## src/rtl/mmio_io_responder.sv

```systemverilog
// MEM-stage peripheral responder: HEX/LEDR output registers, synchronized and debounced
// KEY/SW inputs, and a sticky key-press/overrun register with write-1-to-clear.
module mmio_io_responder #(
  parameter int unsigned      DBITS           = 32,
  parameter logic [DBITS-1:0] ADDR_HEX        = 32'hF0000000,
  parameter logic [DBITS-1:0] ADDR_LEDR       = 32'hF0000004,
  parameter logic [DBITS-1:0] ADDR_KEY        = 32'hF0000010,
  parameter logic [DBITS-1:0] ADDR_SW         = 32'hF0000014,
  parameter logic [DBITS-1:0] ADDR_KCTRL      = 32'hF0000110,
  parameter int unsigned      DEBOUNCE_CYCLES = 16,
  parameter int unsigned      CNT_BITS        = 20
) (
  input  logic             clk,
  input  logic             reset,
  input  logic [DBITS-1:0] addr,
  input  logic             wrt_en,
  input  logic             rd_en,
  input  logic [DBITS-1:0] wdata,
  output logic             io_hit,
  output logic [DBITS-1:0] rdata,
  input  logic [3:0]       KEY,
  input  logic [9:0]       SW,
  output logic [9:0]       LEDR,
  output logic [15:0]      HEX
);

  localparam logic [CNT_BITS-1:0] CntMax = CNT_BITS'(DEBOUNCE_CYCLES - 1);

  logic hit_hex, hit_ledr, hit_key, hit_sw, hit_kctrl;

  logic [3:0]          key_s1_q, key_s2_q, key_cand_q, key_cand_d, key_stable_q, key_stable_d;
  logic [CNT_BITS-1:0] key_cnt_q, key_cnt_d;
  logic [9:0]          sw_s1_q, sw_s2_q, sw_cand_q, sw_cand_d, sw_stable_q, sw_stable_d;
  logic [CNT_BITS-1:0] sw_cnt_q, sw_cnt_d;

  logic [7:0]       kctrl_q, kctrl_d, kctrl_clr;
  logic [3:0]       key_press;
  logic [15:0]      hex_q, hex_d;
  logic [9:0]       ledr_q, ledr_d;
  logic [DBITS-1:0] rdata_q, rdata_d;

  logic unused_wdata;
  assign unused_wdata = ^wdata[DBITS-1:16];

  assign hit_hex   = (addr == ADDR_HEX);
  assign hit_ledr  = (addr == ADDR_LEDR);
  assign hit_key   = (addr == ADDR_KEY);
  assign hit_sw    = (addr == ADDR_SW);
  assign hit_kctrl = (addr == ADDR_KCTRL);
  assign io_hit    = hit_hex | hit_ledr | hit_key | hit_sw | hit_kctrl;

  // Key synchronizers and candidates reset to the released (raw high) level.
  always_ff @(posedge clk or negedge reset) begin
    if (!reset) begin
      key_s1_q     <= 4'hF;
      key_s2_q     <= 4'hF;
      key_cand_q   <= 4'hF;
      key_cnt_q    <= '0;
      key_stable_q <= '0;
      sw_s1_q      <= '0;
      sw_s2_q      <= '0;
      sw_cand_q    <= '0;
      sw_cnt_q     <= '0;
      sw_stable_q  <= '0;
      kctrl_q      <= '0;
      hex_q        <= '0;
      ledr_q       <= '0;
      rdata_q      <= '0;
    end else begin
      key_s1_q     <= KEY;
      key_s2_q     <= key_s1_q;
      key_cand_q   <= key_cand_d;
      key_cnt_q    <= key_cnt_d;
      key_stable_q <= key_stable_d;
      sw_s1_q      <= SW;
      sw_s2_q      <= sw_s1_q;
      sw_cand_q    <= sw_cand_d;
      sw_cnt_q     <= sw_cnt_d;
      sw_stable_q  <= sw_stable_d;
      kctrl_q      <= kctrl_d;
      hex_q        <= hex_d;
      ledr_q       <= ledr_d;
      rdata_q      <= rdata_d;
    end
  end

  // Key debounce; stable value is inverted so that 1 means pressed.
  always_comb begin
    key_cand_d   = key_cand_q;
    key_cnt_d    = key_cnt_q;
    key_stable_d = key_stable_q;
    if (key_s2_q != key_cand_q) begin
      key_cand_d = key_s2_q;
      key_cnt_d  = '0;
    end else if (key_cnt_q < CntMax) begin
      key_cnt_d = key_cnt_q + 1'b1;
    end else begin
      key_stable_d = ~key_cand_q;
    end
  end

  always_comb begin
    sw_cand_d   = sw_cand_q;
    sw_cnt_d    = sw_cnt_q;
    sw_stable_d = sw_stable_q;
    if (sw_s2_q != sw_cand_q) begin
      sw_cand_d = sw_s2_q;
      sw_cnt_d  = '0;
    end else if (sw_cnt_q < CntMax) begin
      sw_cnt_d = sw_cnt_q + 1'b1;
    end else begin
      sw_stable_d = sw_cand_q;
    end
  end

  // Press edges are taken from the next stable value so KCTRL updates on the same edge.
  // OR-ing the set terms after the clear makes a same-cycle set win over W1C.
  always_comb begin
    key_press    = key_stable_d & ~key_stable_q;
    kctrl_clr    = (wrt_en && hit_kctrl) ? wdata[7:0] : 8'h00;
    kctrl_d[3:0] = key_press | (kctrl_q[3:0] & ~kctrl_clr[3:0]);
    kctrl_d[7:4] = (key_press & kctrl_q[3:0]) | (kctrl_q[7:4] & ~kctrl_clr[7:4]);
  end

  always_comb begin
    hex_d  = hex_q;
    ledr_d = ledr_q;
    if (wrt_en && hit_hex) begin
      hex_d = wdata[15:0];
    end
    if (wrt_en && hit_ledr) begin
      ledr_d = wdata[9:0];
    end
  end

  // Loads sample the current registers, so a same-cycle store is not visible yet.
  always_comb begin
    rdata_d = rdata_q;
    if (rd_en) begin
      if (hit_hex) begin
        rdata_d = DBITS'(hex_q);
      end else if (hit_ledr) begin
        rdata_d = DBITS'(ledr_q);
      end else if (hit_key) begin
        rdata_d = DBITS'(key_stable_q);
      end else if (hit_sw) begin
        rdata_d = DBITS'(sw_stable_q);
      end else if (hit_kctrl) begin
        rdata_d = DBITS'(kctrl_q);
      end else begin
        rdata_d = '0;
      end
    end
  end

  assign rdata = rdata_q;
  assign LEDR  = ledr_q;
  assign HEX   = hex_q;

endmodule

```

## config.mk

```make
export PLATFORM = sky130hd
export DESIGN_NAME = mmio_io_responder
export DESIGN_NICKNAME = d
export VERILOG_FILES = /design/src/rtl/mmio_io_responder.sv
export SDC_FILE = /design/constraint.sdc
export NUM_CORES = 1
export LEC_CHECK = 0
export CORE_MARGIN = 2
export CORE_UTILIZATION = 38
export DETAILED_ROUTE_END_ITERATION = 12
export GPL_ROUTABILITY_DRIVEN = 0
export GPL_TIMING_DRIVEN = 0
export PLACE_DENSITY_LB_ADDON = 0.08
export SYNTH_ARGS = -nofsm -noshare
export SYNTH_HDL_FRONTEND = slang
export SYNTH_SLANG_ARGS = --single-unit
```

## constraint.sdc

```tcl
create_clock -name clk -period 6 [get_ports clk]
set_input_delay 0.9 -clock clk [delete_from_list [all_inputs] [get_ports clk]]
set_output_delay 0.9 -clock clk [all_outputs]
set_load 0.03 [all_outputs]
```

==> results.md, run 1 <==
* Number of CTS-inserted buffers at 17
* Most frequent cells in the layout: 134 x dfrtp_1, 105 x clkdlybuf4s50_1, 35 x and2_1, 27 x clkbuf_1, 24 x mux2_2
* Post-DP HPWL at ~9200 µm
* CTS HTree Levels at 4
* Data required time of the worst path at approximately 5100 ps
* # rows at 45
* Final wirelength at about 12000 µm
* Final non-filler cell total at 796
* Largest area contributor in the netlist: dfrtp_1
* Top cells by area, synth: dfrtp_1 57%, dfstp_2 5.4%, mux2_2 4.6%
* ANT cells at 0
* Final setup viols at 0
* Die width at 128 µm
* Initial antenna violation count at 0
* Via count at 3855
* Crit path DAT at around 3700 ps
* Starting DRT DRC Count at around 200
* Clk sinks at around 150
* Final Max Tran Viols at 0
* Clk root buf: clkbuf_16
* Drt wl/cell at roughly 16 µm
* Initial core utilization at 0.387
* Clock Skew at about 8.7 ps
* Clk slew on worst S/H paths at roughly 60 ps
* Post-route ant nets at 0
* FF+latch count, synth at about 150
* RSZ-0062 raised after global routing: false
* All-Layer GR Usage at 0.162
* Post-CTS setup buffers at 0
* Placed instance count at between 700 and 800
* Fin. Hold Viols at 0
* Hold Buf Count CTS at 0
* Final min period at about 4600 ps
* Slew margin rel. at 0.375
* Fraction of layout cells with a size suffix above 1 at 0.173
* Die Y-Extent at between 100 and 150 µm
* CTS tree: yes
* Ys flop type: dfrtp_1
* DRT Pass-1 Iters at 4
* Met1 usage at 0.210
* Synth warn at 0
* Synthesized area per cell at around 13 µm²
* Die area at ~16000 µm²
* Pin count of the biggest net entering global routing at 76
* Met2 layer usage reported by global route at 0.257
* Part of the cycle the worst path needs at 0.769
* Status: finished, final reports clean
* Fill count at between 1k and 1.5k
* Pre-CTS setup slack at approximately 1500 ps
* Area of the multi-input gates at 1930 µm²
* Synth cell types at 52
* DP Area at ~7200 µm²
* Asr flop ratio synth at 1.00
* Worst-margin pin slew at 930 ps
* Setup CP Type: primary input to output port
* EDFF count, synth at 0
* F_max at between 200 and 250 MHz
* Syn Inst Count at 453
* Final #Nets at about 680
* # IOs at approximately 140
* Critical Path Source Type: primary input
* Most used routing layer in global routing: met2
* Crit. End Element: output port
* MaxCap Viol Count at 0
* Register area share after synthesis at 0.628
* Clk_lat worst skew at 420 ps
* Register cell area after layout at 3670 µm²
* Synth-to-Final Area Change at 34.4%
* Overflow after GRT at 0
* Area of the mapped netlist at between 5000 and 6000 µm²
* Worst vdd ir at 0.184 mV
* Total core area at ~15000 µm²
* Final Instance Area at 7850 µm²
* Setup ws final at between 1000 and 1500 ps
* Met3 Usage GRT at 0.0442
* Worst hold-check path type: register to register
* CTS Buffer Depth at 2
* Cts repair resizes at 0
* Drt via density at 4.84
* Vias in the first global route at 3917
* Pwr/cell area at between 200 and 300 nW/µm²
* Worst hold margin at ~350 ps
* Area share of the largest cell type after synthesis at 0.574
* First-pass GRT wire length at 20300 µm
* DRC at 0
* Port Buffers at between 100 and 150
* Commonest non-fill, non-tap cell in the layout: dfrtp_1
* CP Max Fanout at 5
* Static leakage at between 3 and 4 nW
cell type report:
type	count	share of cell area
buffer	47	0.0360
clock buffer	22	0.0592
clock inverter	10	0.0201
inverter	5	0.00239
multi-input combinational	270	0.245
sequential	146	0.467
tap	188	0.0300
timing repair buffer	108	0.140
flip-flops by register name (all words and copies together) (netlist names):
| register | flops |
|---|---|
| key_s2_q | 4 |
| sw_s2_q | 10 |
| rdata | 16 |
| sw_s1_q | 10 |
| key_cnt_q | 20 |
| sw_cand_q | 10 |
| HEX | 16 |
| key_stable_q | 4 |
| sw_cnt_q | 20 |
| key_cand_q | 4 |
| LEDR | 10 |
| key_s1_q | 4 |
| sw_stable_q | 10 |
| kctrl_q | 8 |
through the flow:
stage               total power, mW  setup TNS [ps]   util
finish                         2.24               0  0.520
global route                   2.33               0  0.520
CTS                            2.27               0  0.520
detailed placement             1.16               0  0.479
global placement               1.15         -213870  0.477
floorplan                      1.08               0      -
worst paths after layout:
check                      slack, ps  cells after the start                        end                 startpoint
min                              350                      0       sw_s2_q[8]$_DFF_PN0_       sw_s1_q[8]$_DFF_PN0_
max reg2reg                     3680                      6       kctrl_q[6]$_DFF_PN0_  key_cand_q[0]$_DFFE_PN1N_
min reg2reg                      350                      0       sw_s2_q[8]$_DFF_PN0_       sw_s1_q[8]$_DFF_PN0_
max                             1390                      6                     io_hit                    addr[5]
max in group asynchronous       4710                      2  key_cand_q[1]$_DFFE_PN1N_                      reset
min in group asynchronous        480                      1         HEX[3]$_DFFE_PN0P_                      reset
worst max-delay path: stages:
cell             delay (ps)
clkdlybuf4s50_1         390
nor4_1                  410
nand4_1                 240
nor3_1                  680
a21boi_0                350
clkdlybuf4s50_1         740
Yosys cell counts, types with 10 or more instances:
master	count
dfstp_2	12
mux2_4	10
nor2_1	10
mux2_2	24
nand2_1	13
buf_4	16
and2_1	35
o21ai_0	20
a22o_1	10
nand3_1	15
xnor2_1	10
dfrtp_1	134
nor4_1	13
clkbuf_1	24
report_power, final:
group / switching, mW / internal (mW)
registers: 0.00836 / 1.00
logic: 0.0645 / 0.0608
clock network: 0.391 / 0.716
cells by family after synthesis:
kind of cell,share of synthesized area
muxes,0.0827
and+or+nand+nor,0.128
adders and majority gates,0.00428
buffers and inverters,0.0516
AOI/OAI and AO/OA,0.0761
other,0.000642
DFF,0.628
xor gates and xnor gates,0.0285
per-layer routing:
layer,part of all wire,vias to the layer above
met5,0,-
met4,0.020,0
met3,0.064,17
met2,0.46,118
met1,0.46,1889
li1,-,1831
Note: power is estimated with default switching activity, not from simulation.
==> inputs of run 2 (changes only) <==
==> constraint.sdc (replaced) <==
create_clock -name clk -period 3.8 [get_ports clk]
set_input_delay 0.57 -clock clk [delete_from_list [all_inputs] [get_ports clk]]
set_output_delay 0.57 -clock clk [all_outputs]
set_load 0.03 [all_outputs]
==> results.md, run 2 (synthesis results as in run 1) <==
* Synth-to-Final Area Change at 34.6%
* Post-route ant nets at 0 (unchanged)
* # rows at 45 (unchanged)
* Initial core utilization at 0.387 (unchanged)
* Fill count at 1325 (unchanged)
* All-Layer GR Usage at 0.162 (unchanged)
* CTS tree: yes
* Final Max Tran Viols at 0 (unchanged)
* Final wirelength at 12500 µm (+0.18%)
* RSZ-0062 raised after global routing: false
* Overflow after GRT at 0 (unchanged)
* Final setup viols at 0 (unchanged)
* Part of the cycle the worst path needs at 0.854
* Final Instance Area at 7860 µm² (+0.18%)
* ANT cells at 0 (unchanged)
* Worst hold margin at 148 ps (-198 ps)
* Total core area at 15100 µm² (unchanged)
* CTS Buffer Depth at 2 (unchanged)
* Critical path's slowest cell: nor4_1
* Crit. End Element: output port
* Die area at 16400 µm² (unchanged)
* Status: finished, final reports clean
* Clk sinks at 146 (unchanged)
* Drt wl/cell at 15.7 µm (+0.18%)
* CP delay by family, top: simple AND/OR/NAND/NOR gates
* Worst-margin pin slew at 930 ps (+0.436 ps)
* Crit path DAT at 2670 ps (-1040 ps)
* Most frequent cells in the layout: 134 x dfrtp_1, 104 x clkdlybuf4s50_1, 35 x and2_1, 27 x clkbuf_1, 24 x mux2_2
* Post-CTS setup buffers at 0 (unchanged)
* Post-DP HPWL at 9200 µm (unchanged)
* Setup CP Type: primary input to output port
* Cell Chain, Critical Path: clkdlybuf4s50_1 -> nor4_1 -> nand4_1 -> nor3_4 -> a21boi_0 -> dlymetal6s2s_1
* Final min period at approximately 3200 ps
* DP Area at 7220 µm² (unchanged)
* F_max at 308 MHz
* Sum Neg Setup Slack at 0 ps (unchanged)
* CP Max Fanout at 5 (unchanged)
* Vias in the first global route at 3917 (unchanged)
* Number of CTS-inserted buffers at 17 (unchanged)
* Clk slew on worst S/H paths at 60 ps (about the same)
* Total power at 3.54 mW (+58%)
* Slew margin rel. at 0.375 (about the same)
* Worst hold-check path type: primary input to asynchronous set/reset pin
* Data required time of the worst path at 3230 ps (-1870 ps)
* Port Buffers at 106 (unchanged)
* Initial antenna violation count at 0 (unchanged)
* Largest regs: key_cnt_q: 20 flops, sw_cnt_q: 20 flops
* Clk_lat worst skew at 420 ps (about the same)
* CTS HTree Levels at 4 (unchanged)
* # IOs at 141 (unchanged)
* Commonest non-fill, non-tap cell in the layout: dfrtp_1
* Hold Buf Count CTS at 0 (unchanged)
* Die width at 128 µm (unchanged)
* DRT Pass-1 Iters at 4 (unchanged)
* Post-layout util at 0.521 (+0.000912)
* Worst vdd ir at 0.291 mV (+58%)
* Clk root buf: clkbuf_16
* Critical Path Source Type: primary input
* Max incr delay on CP at 410 ps (-330 ps)
* Via count at 3870 (+0.39%)
* First-pass GRT wire length at 20300 µm (unchanged)
* Final #Nets at 679 (unchanged)
* Pin count of the biggest net entering global routing at 76 (unchanged)
* Static leakage at 3.64 nW (+0.97%)
* MaxCap Viol Count at 0 (unchanged)
* Die Y-Extent at 128 µm (unchanged)
* Pwr/cell area at 451 nW/µm² (+58%)
* Drt via density at 4.86 (+0.39%)
* Fraction of layout cells with a size suffix above 1 at 0.174 (+0.00164)
* Fin. Hold Viols at 0 (unchanged)
* CP bufs+invs at 2 (unchanged)
* Clock Skew at 9.27 ps (+0.526 ps)
* Starting DRT DRC Count at 205 (+0.99%)
* DRC at 0 (unchanged)
[run 2: cell types whose count changed in the layout (fill, tap and decap cells not counted)]
cell,change
nor3_1,-1
nor3_4,+1
dlymetal6s2s_1,+1
clkdlybuf4s50_1,-1
[run 2: area by class of cell]
cell class / instances / area [µm²] / area share
buffer: 47 / 283 / 0.0360
multi-input combinational: 270 / 1940 / 0.246
clock inverter: 10 / 158 / 0.0201
tap: 188 / 235 / 0.0299
inverter: 5 / 18.8 / 0.00239
clock buffer: 22 / 464 / 0.0590
sequential: 146 / 3670 / 0.467
timing repair buffer: 108 / 1100 / 0.140
[run 2: stage by stage]
step	setup slack, ps	cells
after floorplan	1040	468
after global placement	-3470	762
after detailed placement	-83.0	763
after CTS	97.5	795
after global routing	371	796
final	555	796
[run 2: where the power goes]
group / internal [mW] / switching [mW] / total (mW) / leakage [nW]
combinational: 0.0961 / 0.102 / 0.198 / 1.40
clock: 1.13 / 0.619 / 1.75 / 0.308
sequential: 1.58 / 0.0132 / 1.60 / 1.93
[run 2: final timing paths]
check	slack, ps	end	from	cells past startpoint
hold reg to reg	350	sw_s2_q[8]$_DFF_PN0_	sw_s1_q[8]$_DFF_PN0_	0
min in group clk	350	sw_s2_q[8]$_DFF_PN0_	sw_s1_q[8]$_DFF_PN0_	0
setup reg to reg	1480	kctrl_q[6]$_DFF_PN0_	key_cand_q[0]$_DFFE_PN1N_	6
max in group asynchronous	2840	key_cand_q[1]$_DFFE_PN1N_	reset	2
setup / recovery	560	io_hit	addr[5]	6
hold / removal	150	HEX[3]$_DFFE_PN0P_	reset	1
[run 2: timing repair]
action | in CTS | in global routing
gates resized for setup | 1 | 2
setup endpoints to repair | 1 | 1
cloned | 0 | 0
[run 2: worst reg2reg max path, delay by kind of cell (launching register included)]
family	cells	cell delay, ps
AND/OR/NAND/NOR	2	850
flip-flops	1	540
buffers and inverters	1	280
AO/OA/AOI/OAI	2	520
XOR/XNOR	1	70
[run 2: metal layers]
| metal | up-vias | share of wire | routed length [µm] | GRT usage |
|---|---|---|---|---|
| met1 | 1900 | 0.45 | 5660 | 0.210 |
| met4 | 0 | 0.020 | 244 | 0.0718 |
| met3 | 17 | 0.068 | 852 | 0.0442 |
| li1 | 1829 | - | - | - |
| met2 | 124 | 0.46 | 5760 | 0.257 |
| met5 | - | 0 | 0 | 0 |
==> inputs of run 3 (changes only) <==
--- a/config.mk
+++ b/config.mk
@@ -5,7 +5,6 @@
 export SDC_FILE = /design/constraint.sdc
 export NUM_CORES = 1
 export LEC_CHECK = 0
-export CORE_MARGIN = 2
 export CORE_UTILIZATION = 38
 export DETAILED_ROUTE_END_ITERATION = 12
 export GPL_ROUTABILITY_DRIVEN = 0
==> results.md, run 3 (synthesis results as in run 1) <==
* Drt via density at 4.84 (-0.36%)
* Port Buffers at 106 (unchanged)
* Die Y-Extent at 126 µm (-1.6%)
* Fin. Hold Viols at 0 (unchanged)
* # IOs at 141 (unchanged)
* Synth-to-Final Area Change at 35.5%
* Most used routing layer in global routing: met2
* Sum Neg Setup Slack at 0 ps (unchanged)
* Slew margin rel. at 0.388 (+0.0137)
* Met2 layer usage reported by global route at 0.267 (+0.0101)
* Final min period at 3580 ps (+336 ps)
* Status: finished, final reports clean
* DRC at 0 (unchanged)
* Clk sinks at 146 (unchanged)
* MaxCap Viol Count at 0 (unchanged)
* Clock Skew at 7.34 ps (-1.93 ps)
* Part of the cycle the worst path needs at 0.942 (+0.0884)
* Crit path DAT at 3010 ps (+340 ps)
* Post-DP HPWL at 9090 µm (-1.2%)
* CTS Buffer Depth at 2 (unchanged)
* Largest regs: key_cnt_q: 20 flops, sw_cnt_q: 20 flops
* Placed instance count at 759 (-0.52%)
* Static leakage at 3.62 nW (-0.55%)
* Via count at 3832 (-0.98%)
* Worst vdd ir at 0.296 mV (+1.8%)
* Crit. End Element: output port
* Pin count of the biggest net entering global routing at 85 (+12%)
* Critical Path Source Type: primary input
* Pwr/cell area at 468 nW/µm² (+3.9%)
* Setup CP Type: primary input to output port
* Commonest non-fill, non-tap cell in the layout: dfrtp_1
* # rows at 44 (-2.2%)
* All-Layer GR Usage at 0.172 (+0.0101)
* RSZ-0062 raised after global routing: false
* Final setup viols at 0 (unchanged)
* CTS tree: yes
* Most frequent cells in the layout: 134 x dfrtp_1, 105 x clkdlybuf4s50_1, 35 x and2_1, 25 x clkbuf_1, 24 x mux2_2
* Clk_lat worst skew at 420 ps (about the same)
* Final Max Tran Viols at 0 (unchanged)
* Final #Nets at 678 (-0.15%)
* DRT Pass-1 Iters at 4 (unchanged)
* Drt wl/cell at 15.9 µm (+0.88%)
* Data required time of the worst path at 3230 ps (about the same)
* Clk root buf: clkbuf_16
* CP Max Fanout at 5 (unchanged)
* First-pass GRT wire length at 21000 µm (+3.9%)
* Vias in the first global route at 4045 (+3.3%)
* Die area at 15900 µm² (-3.1%)
* CTS HTree Levels at 4 (unchanged)
* Met1 usage at 0.225 (+0.0151)
* Worst-margin pin slew at 910 ps (-20.4 ps)
* Number of CTS-inserted buffers at 17 (unchanged)
* Fraction of layout cells with a size suffix above 1 at 0.178 (+0.00358)
* ANT cells at 0 (unchanged)
* Initial core utilization at 0.396 (+0.00880)
* Post-route ant nets at 0 (unchanged)
* Post-layout util at 0.536 (+0.0151)
* Met3 Usage GRT at 0.0510 (+0.00674)
* Fill count at 1259 (-5.0%)
* Initial antenna violation count at 0 (unchanged)
* Die width at 126 µm (-1.6%)
* Starting DRT DRC Count at 136 (-34%)
* Post-CTS setup buffers at 0 (unchanged)
* Final non-filler cell total at 791 (-0.63%)
* Final wirelength at 12500 µm (+0.25%)
* Overflow after GRT at 0 (unchanged)
* Clk slew on worst S/H paths at 60 ps (about the same)
* F_max at 279 MHz (-9.4%)
* Total core area at 14800 µm² (-2.2%)
* Worst hold-check path type: primary input to asynchronous set/reset pin
run 3: cell types whose count changed in the layout (fill, tap and decap cells not counted), sizes merged:
cell           before  now
clkdlybuf4s50     104  105
clkinv              6    2
clkinvlp            0    2
bufinv              4    6
inv                 5    7
dlymetal6s2s        1    0
clkbuf             47   44
run 3: area by class of cell:
type	instances	area (µm²)	share of cell area
Clock buffer	20	457	0.0577
Sequential cell	146	3670	0.464
Multi-Input combinational cell	270	1940	0.245
Clock inverter	12	226	0.0286
Timing Repair Buffer	107	1090	0.138
Inverter	5	18.8	0.00237
Tap cell	184	230	0.0291
Buffer	47	283	0.0357
run 3: metal layers:
layer  routed length [µm]  part of all wire
met5                    0                 0
met4                  210             0.017
met3                  741             0.059
met1                 5840              0.47
met2                 5750              0.46
run 3: worst max-delay path, stage by stage:
cell	delay [ps]
clkdlybuf4s50_1	400
nor4_1	370
nand4_1	250
nor3_2	400
a21boi_0	300
clkdlybuf4s50_1	720
run 3: repair_timing:
| item | in CTS | in global routing |
|---|---|---|
| endpoints found under the setup margin | 0 | 1 |
| resized for setup | 0 | 1 |
| hold buffers | 0 | 0 |
| hold endpoints to repair | 0 | 0 |
run 3: path summary, 6_finish.rpt:
check	slack [ps]	start	end	cells after the start
max	220	addr[5]	io_hit	6
min	140	reset	key_stable_q[1]$_DFF_PN0_	1
max reg2reg	1460	key_cand_q[0]$_DFFE_PN1N_	kctrl_q[5]$_DFF_PN0_	6
min reg2reg	350	sw_s1_q[1]$_DFF_PN0_	sw_s2_q[1]$_DFF_PN0_	0
max in group asynchronous	2870	reset	rdata[15]$_DFFE_PN0P_	2
min in group clk	350	sw_s1_q[1]$_DFF_PN0_	sw_s2_q[1]$_DFF_PN0_	0
run 3: report_power, final:
group / switching, mW / leakage, nW / internal (mW)
clock network: 0.637 / 0.327 / 1.27
registers: 0.0136 / 1.93 / 1.58
logic: 0.104 / 1.36 / 0.0961
total: 0.754 / 3.62 / 2.95
run 3: per-stage QoR:
stage	total power [mW]	setup WS [ps]	hold slack [ps]	cell area, µm²
2_1_floorplan	1.70	1040	274	5900
6_report	3.70	219	137	7910
3_3_place_gp	1.82	-3550	334	7190
4_1_cts	3.75	80.5	145	7900
5_1_grt	3.84	79.2	184	7910
3_5_place_dp	1.83	88.2	335	7220
